$ cat src/rtl/tlc5941_receiver.sv
// Device-side model of one TLC5941 16-channel LED driver: serial shift-in,
// XLAT latching of grayscale / dot-correction data, and the 12-bit PWM engine.
// All interface pins are sampled on the system clock, so edges are detected
// from registered copies and acted on one cycle later.
module tlc5941_receiver #(
    parameter int unsigned EXPECT_GS_BITS = 192,
    parameter int unsigned EXPECT_DC_BITS = 96
) (
    input  logic        clock,
    input  logic        reset,
    input  logic        sclk,
    input  logic        sin,
    input  logic        xlat,
    input  logic        mode,
    input  logic        blank,
    input  logic        gsclk,
    output logic        sout,
    output logic [15:0] ch_on,
    input  logic [3:0]  rd_ch,
    output logic [11:0] rd_gs,
    output logic [5:0]  rd_dc,
    output logic [15:0] xlat_count,
    output logic        frame_error
);

    localparam logic [9:0] ExpGsBits = 10'(EXPECT_GS_BITS);
    localparam logic [9:0] ExpDcBits = 10'(EXPECT_DC_BITS);

    // Sampled pins and the previous samples used for edge detection
    logic sclk_q, sclk_prev_q, sin_q, xlat_q, xlat_prev_q;
    logic mode_q, blank_q, gsclk_q, gsclk_prev_q;

    logic [191:0] shift_q, shift_d;
    logic [191:0] gs_q, gs_d;         // channel n at [12n+11:12n]
    logic [95:0]  dc_q, dc_d;         // channel n at [6n+5:6n]
    logic [9:0]   bit_cnt_q, bit_cnt_d;
    logic [9:0]   bit_cnt_seen;       // count including an sclk edge in this cycle
    logic [11:0]  gs_cnt_q, gs_cnt_d;
    logic         sout_q, sout_d;
    logic [15:0]  ch_on_q, ch_on_d;
    logic [15:0]  xlat_count_q, xlat_count_d;
    logic         frame_error_q, frame_error_d;

    logic sclk_rise, xlat_rise, gsclk_rise;
    logic [7:0] gs_base;
    logic [6:0] dc_base;

    assign sclk_rise  = sclk_q & ~sclk_prev_q;
    assign xlat_rise  = xlat_q & ~xlat_prev_q;
    assign gsclk_rise = gsclk_q & ~gsclk_prev_q;

    // Register every interface pin once and keep the previous clock-like samples
    always_ff @(posedge clock) begin
        if (reset) begin
            sclk_q       <= 1'b0;
            sclk_prev_q  <= 1'b0;
            sin_q        <= 1'b0;
            xlat_q       <= 1'b0;
            xlat_prev_q  <= 1'b0;
            mode_q       <= 1'b0;
            blank_q      <= 1'b0;
            gsclk_q      <= 1'b0;
            gsclk_prev_q <= 1'b0;
        end else begin
            sclk_q       <= sclk;
            sclk_prev_q  <= sclk_q;
            sin_q        <= sin;
            xlat_q       <= xlat;
            xlat_prev_q  <= xlat_q;
            mode_q       <= mode;
            blank_q      <= blank;
            gsclk_q      <= gsclk;
            gsclk_prev_q <= gsclk_q;
        end
    end

    // Serial shift, bit counting and XLAT latching; the latch sees the post-shift value
    always_comb begin
        shift_d       = shift_q;
        gs_d          = gs_q;
        dc_d          = dc_q;
        xlat_count_d  = xlat_count_q;
        frame_error_d = frame_error_q;

        if (sclk_rise) begin
            shift_d = {shift_q[190:0], sin_q};
        end
        sout_d = mode_q ? shift_d[95] : shift_d[191];

        bit_cnt_seen = bit_cnt_q;
        if (sclk_rise && bit_cnt_q != 10'h3ff) begin
            bit_cnt_seen = bit_cnt_q + 10'd1;
        end
        bit_cnt_d = xlat_rise ? 10'd0 : bit_cnt_seen;

        if (xlat_rise) begin
            xlat_count_d = xlat_count_q + 16'd1;
            if (mode_q) begin
                dc_d = shift_d[95:0];
                if (bit_cnt_seen != ExpDcBits) frame_error_d = 1'b1;
            end else begin
                gs_d = shift_d;
                if (bit_cnt_seen != ExpGsBits) frame_error_d = 1'b1;
            end
        end
    end

    // PWM counter and per-channel compare; blank forces everything off
    always_comb begin
        gs_cnt_d = gs_cnt_q;
        ch_on_d  = 16'h0000;
        if (blank_q) begin
            gs_cnt_d = 12'd0;
        end else begin
            if (gsclk_rise && gs_cnt_q != 12'hfff) begin
                gs_cnt_d = gs_cnt_q + 12'd1;
            end
            for (int n = 0; n < 16; n++) begin
                ch_on_d[n] = (gs_cnt_q < gs_q[12*n +: 12]);
            end
        end
    end

    // Datapath state
    always_ff @(posedge clock) begin
        if (reset) begin
            shift_q       <= '0;
            gs_q          <= '0;
            dc_q          <= '0;
            bit_cnt_q     <= '0;
            gs_cnt_q      <= '0;
            sout_q        <= 1'b0;
            ch_on_q       <= '0;
            xlat_count_q  <= '0;
            frame_error_q <= 1'b0;
        end else begin
            shift_q       <= shift_d;
            gs_q          <= gs_d;
            dc_q          <= dc_d;
            bit_cnt_q     <= bit_cnt_d;
            gs_cnt_q      <= gs_cnt_d;
            sout_q        <= sout_d;
            ch_on_q       <= ch_on_d;
            xlat_count_q  <= xlat_count_d;
            frame_error_q <= frame_error_d;
        end
    end

    // Readback: base = 12*rd_ch and 6*rd_ch built from shifts
    assign gs_base = {1'b0, rd_ch, 3'b000} + {2'b00, rd_ch, 2'b00};
    assign dc_base = {1'b0, rd_ch, 2'b00} + {2'b00, rd_ch, 1'b0};

    assign rd_gs       = gs_q[gs_base +: 12];
    assign rd_dc       = dc_q[dc_base +: 6];
    assign sout        = sout_q;
    assign ch_on       = ch_on_q;
    assign xlat_count  = xlat_count_q;
    assign frame_error = frame_error_q;

endmodule
$ cat config.mk
export PLATFORM = sky130hd
export DESIGN_NAME = tlc5941_receiver
export DESIGN_NICKNAME = d
export VERILOG_FILES = /design/src/rtl/tlc5941_receiver.sv
export SDC_FILE = /design/constraint.sdc
export NUM_CORES = 1
export LEC_CHECK = 0
export CORE_MARGIN = 2
export CORE_UTILIZATION = 40
export CTS_CLUSTER_DIAMETER = 150
export DETAILED_ROUTE_END_ITERATION = 10
export PLACE_DENSITY = 0.54
export RECOVER_POWER = 100
export SLEW_MARGIN = 25
export SYNTH_ARGS = -nofsm -noshare
export SYNTH_HDL_FRONTEND = slang
export SYNTH_SLANG_ARGS = --single-unit
$ cat constraint.sdc
create_clock -name clock -period 4.85 [get_ports clock]
set_input_delay 0.97 -clock clock [delete_from_list [all_inputs] [get_ports clock]]
set_output_delay 0.97 -clock clock [all_outputs]
set_load 0.02 [all_outputs]
==> impl_metrics.yaml <==
status:
  outcome: "complete, but fails checks"
  failed_checks: "capacitance limit, slew limit"
worst_setup_path:
  slowest_delay_ns: 0.73
  rr_startpoint: "xlat_q"
  worstReg2RegEnd: "dc_q[77]"
  reg2reg_depth: 5
  crit_type: "in -> out"
  crit_path_top_delay_cell: "fa_2"
  cp-start-kind: "input pin"
  end_kind: "primary output"
  worstPathMaxFanout: 9
  reg2reg_slack_ns: 0.47
  required_ns: 3.88
  path_cells: "clkbuf_1 > buf_4 > fa_2 > buf_12 > mux4_2 > o211a_1 > a2111oi_4 > a211o_1 > clkdlybuf4s15_2"
  cp.arrival_ns: 3.82
die:
  rows: 100
  die_w_um: 276.7
  dieArea_um2: 76580
  start_util_pct: 40.17
  die_y_um: 276.7
  fp.coreArea_um2: 74070
  ios: 64
sta:
  whs_ns: 0.4674
  tns_ns: 0
  report.final.slew_viol_count: 623
  finClkSkew_ns: 0.01628
  tightest_slew_ns: 2.522
  maxSlewHeadroom_pct: -68.50
  clock.fmax_mhz: 209.0
  finalCritPeriodShare_pct: 98.66
  rsz0062_at_grt: "no"
  hold_viol_final: 0
  setup_viol: 0
  fin_crit_ns: 4.785
min_path:
  hold_end: "gsclk_prev_q"
  holdPathStages: 1
  holdCritStartpoint: "gsclk_q"
  hold_class: "reg -> reg"
detailed_routing:
  route.detailed.drc: 0
  drt_first_pass_iters: 5
  drt_iter0_drc: 1991
  wl_per_cell_um: 22.45
  via_per_inst: 5.790
  drt-total-wl_mm: 91.86
  ant_nets: 0
  vias: 23693
power_and_ir_drop:
  total_power_uw: 11430
  peakVddDrop_mv: 0.2608
  p_leak_uw: 0.01281
  powerDensity_nw_per_um2: 335.6
final_layout:
  drive_above_1_share_pct: 14.83
  fin_cells: 4092
  final_nets: 3275
  final_cell_mix: "567 x nor2_1, 534 x dfxtp_1, 325 x a211oi_1"
  fill_cells: 6993
  layout_commonest_cell: "nor2_1"
  area_growth_pct: 14.50
clock_tree:
  postCtsHoldBufs: 0
  clk-insertion-delay-late_ns: 0.64
  cts_tree: "done"
  h-tree-depth: 2
  cts_buffer_depth: 3
  cts.clk_slew.worst_paths_ns: 0.05
  cts_buffers: 60
  root_buffer: "clkbuf_16"
  numClockSinks: 545
synthesis:
  ys_types: 69
  netlist.top_cell.by_area: "dfxtp_1"
  synth_edf_count: 0
  syn-cell-area_um2: 29750
  yosys_warnings: 0
  synth_top_flop_cell: "dfxtp_1"
  synth-seq-area-share_pct: 36.67
  synth_top_area_share_pct: 36.67
  synthArstFlopShare_pct: 0
  synth_nets: 3220
  synthCells: 3024
  ys_seq_elements: 545
  synth.top_cells.by_area: "dfxtp_1 37%, mux4_2 12%, mux2i_1 11%"
  synth.avg_cell_area_um2: 9.839
placed_design:
  routabilityCongestion: 0.9445
  placed_cells: 3981
  dp_hpwl_mm: 66.64
  io_buffers: 63
global_route:
  grt_pass1_wl_mm: 140.8
  antenna_found_initial: 2
  grt_max_degree: 212
  grtUsageTotal_pct: 23.66
  grt_pass1_vias: 22817
  grt.overflow.total: 0
job:
  cap_violations: 6
==> per-stage QoR <==
step	worst slack (ns)	utilization, %	instance area [µm²]
4_1_cts	0.002498	46.03	34100
5_1_grt	0.02066	45.99	34070
3_3_place_gp	-0.7689	43.13	31950
6_report	0.06492	45.99	34070
2_1_floorplan	0.5603	-	29750
3_5_place_dp	-0.7858	43.13	31950
==> worst max-delay path by stage <==
stage | from | slack (ns) | to
after floorplan | rd_ch[0] | 0.56 | rd_dc[2]
after global placement | rd_ch[1] | -0.77 | rd_gs[4]
after detailed placement | rd_ch[1] | -0.79 | rd_gs[4]
after CTS | rd_ch[3] | 0.002 | rd_dc[3]
after global routing | rd_ch[1] | 0.02 | rd_dc[2]
final | rd_ch[1] | 0.06 | rd_gs[1]
==> repair_timing <==
action / in CTS / in global routing
hold endpoints to repair: 0 / 0
endpoints found under the setup margin: 18 / 15
resized for setup: 62 / 19
pin swaps: 4 / 3
cloned: 1 / 1
buffers inserted: 1 / 2
==> Yosys cell counts (all sizes together) (23+ instances only) <==
cell    instances
a211oi        325
a21o           34
a21oi          66
buf            98
clkbuf        123
dfxtp         545
ha            183
inv           183
mux2i         324
mux4          165
nand2         103
nand3          25
nand4          24
nor2          568
nor2b          23
o211ai         25
==> metal layers <==
layer,GRT usage [%],vias to the layer above,wire [µm]
li1,-,11140,-
met1,33.86,11702,42490
met2,37.05,700,41020
met3,3.029,149,5465
met4,7.567,2,2869
met5,0,-,15
==> sequential cells by signal, summed over array words and instances, names as in the netlist, 10 cells and up <==
signal	flops
bit_cnt_q	10
gs_q	192
ch_on	16
gs_cnt_q	12
xlat_count	16
dc_q	96
shift_q	192
==> where the power goes <==
group          switching [µW]  internal (µW)  leakage, µW
Sequential                199           4630      0.00443
Combinational            1030            873      0.00739
Clock                    1910           2800     0.000991
Total                    3130           8300       0.0128
==> critical path: cells and delay by family <==
| kind | cells | cell delay, ns |
|---|---|---|
| compound gates | 3 | 0.94 |
| fa+ha+maj | 1 | 0.73 |
| buf+inv | 4 | 0.87 |
| mux | 1 | 0.30 |
==> cells by family after synthesis <==
group	share of synthesized area (%)
multiplexers	23.60
buffers and inverters	5.997
adder cells (fa/ha/maj)	7.763
AND/OR/NAND/NOR	11.64
XOR/XNOR	0.7065
flip-flops	36.67
AO/OA/AOI/OAI	13.62
==> final cells by class <==
| type | count | area (µm²) | share of cell area (%) |
|---|---|---|---|
| Multi-Input combinational cell | 2075 | 17210 | 50.52 |
| Sequential cell | 545 | 10920 | 32.07 |
| Timing Repair Buffer | 214 | 2002 | 5.876 |
| Clock buffer | 83 | 1729 | 5.075 |
| Tap cell | 969 | 1212 | 3.559 |
| Inverter | 183 | 686.9 | 2.016 |
| Clock inverter | 22 | 299.0 | 0.8777 |
| Antenna cell | 1 | 2.502 | 0.007345 |
Power figures use the tool's default switching activity.
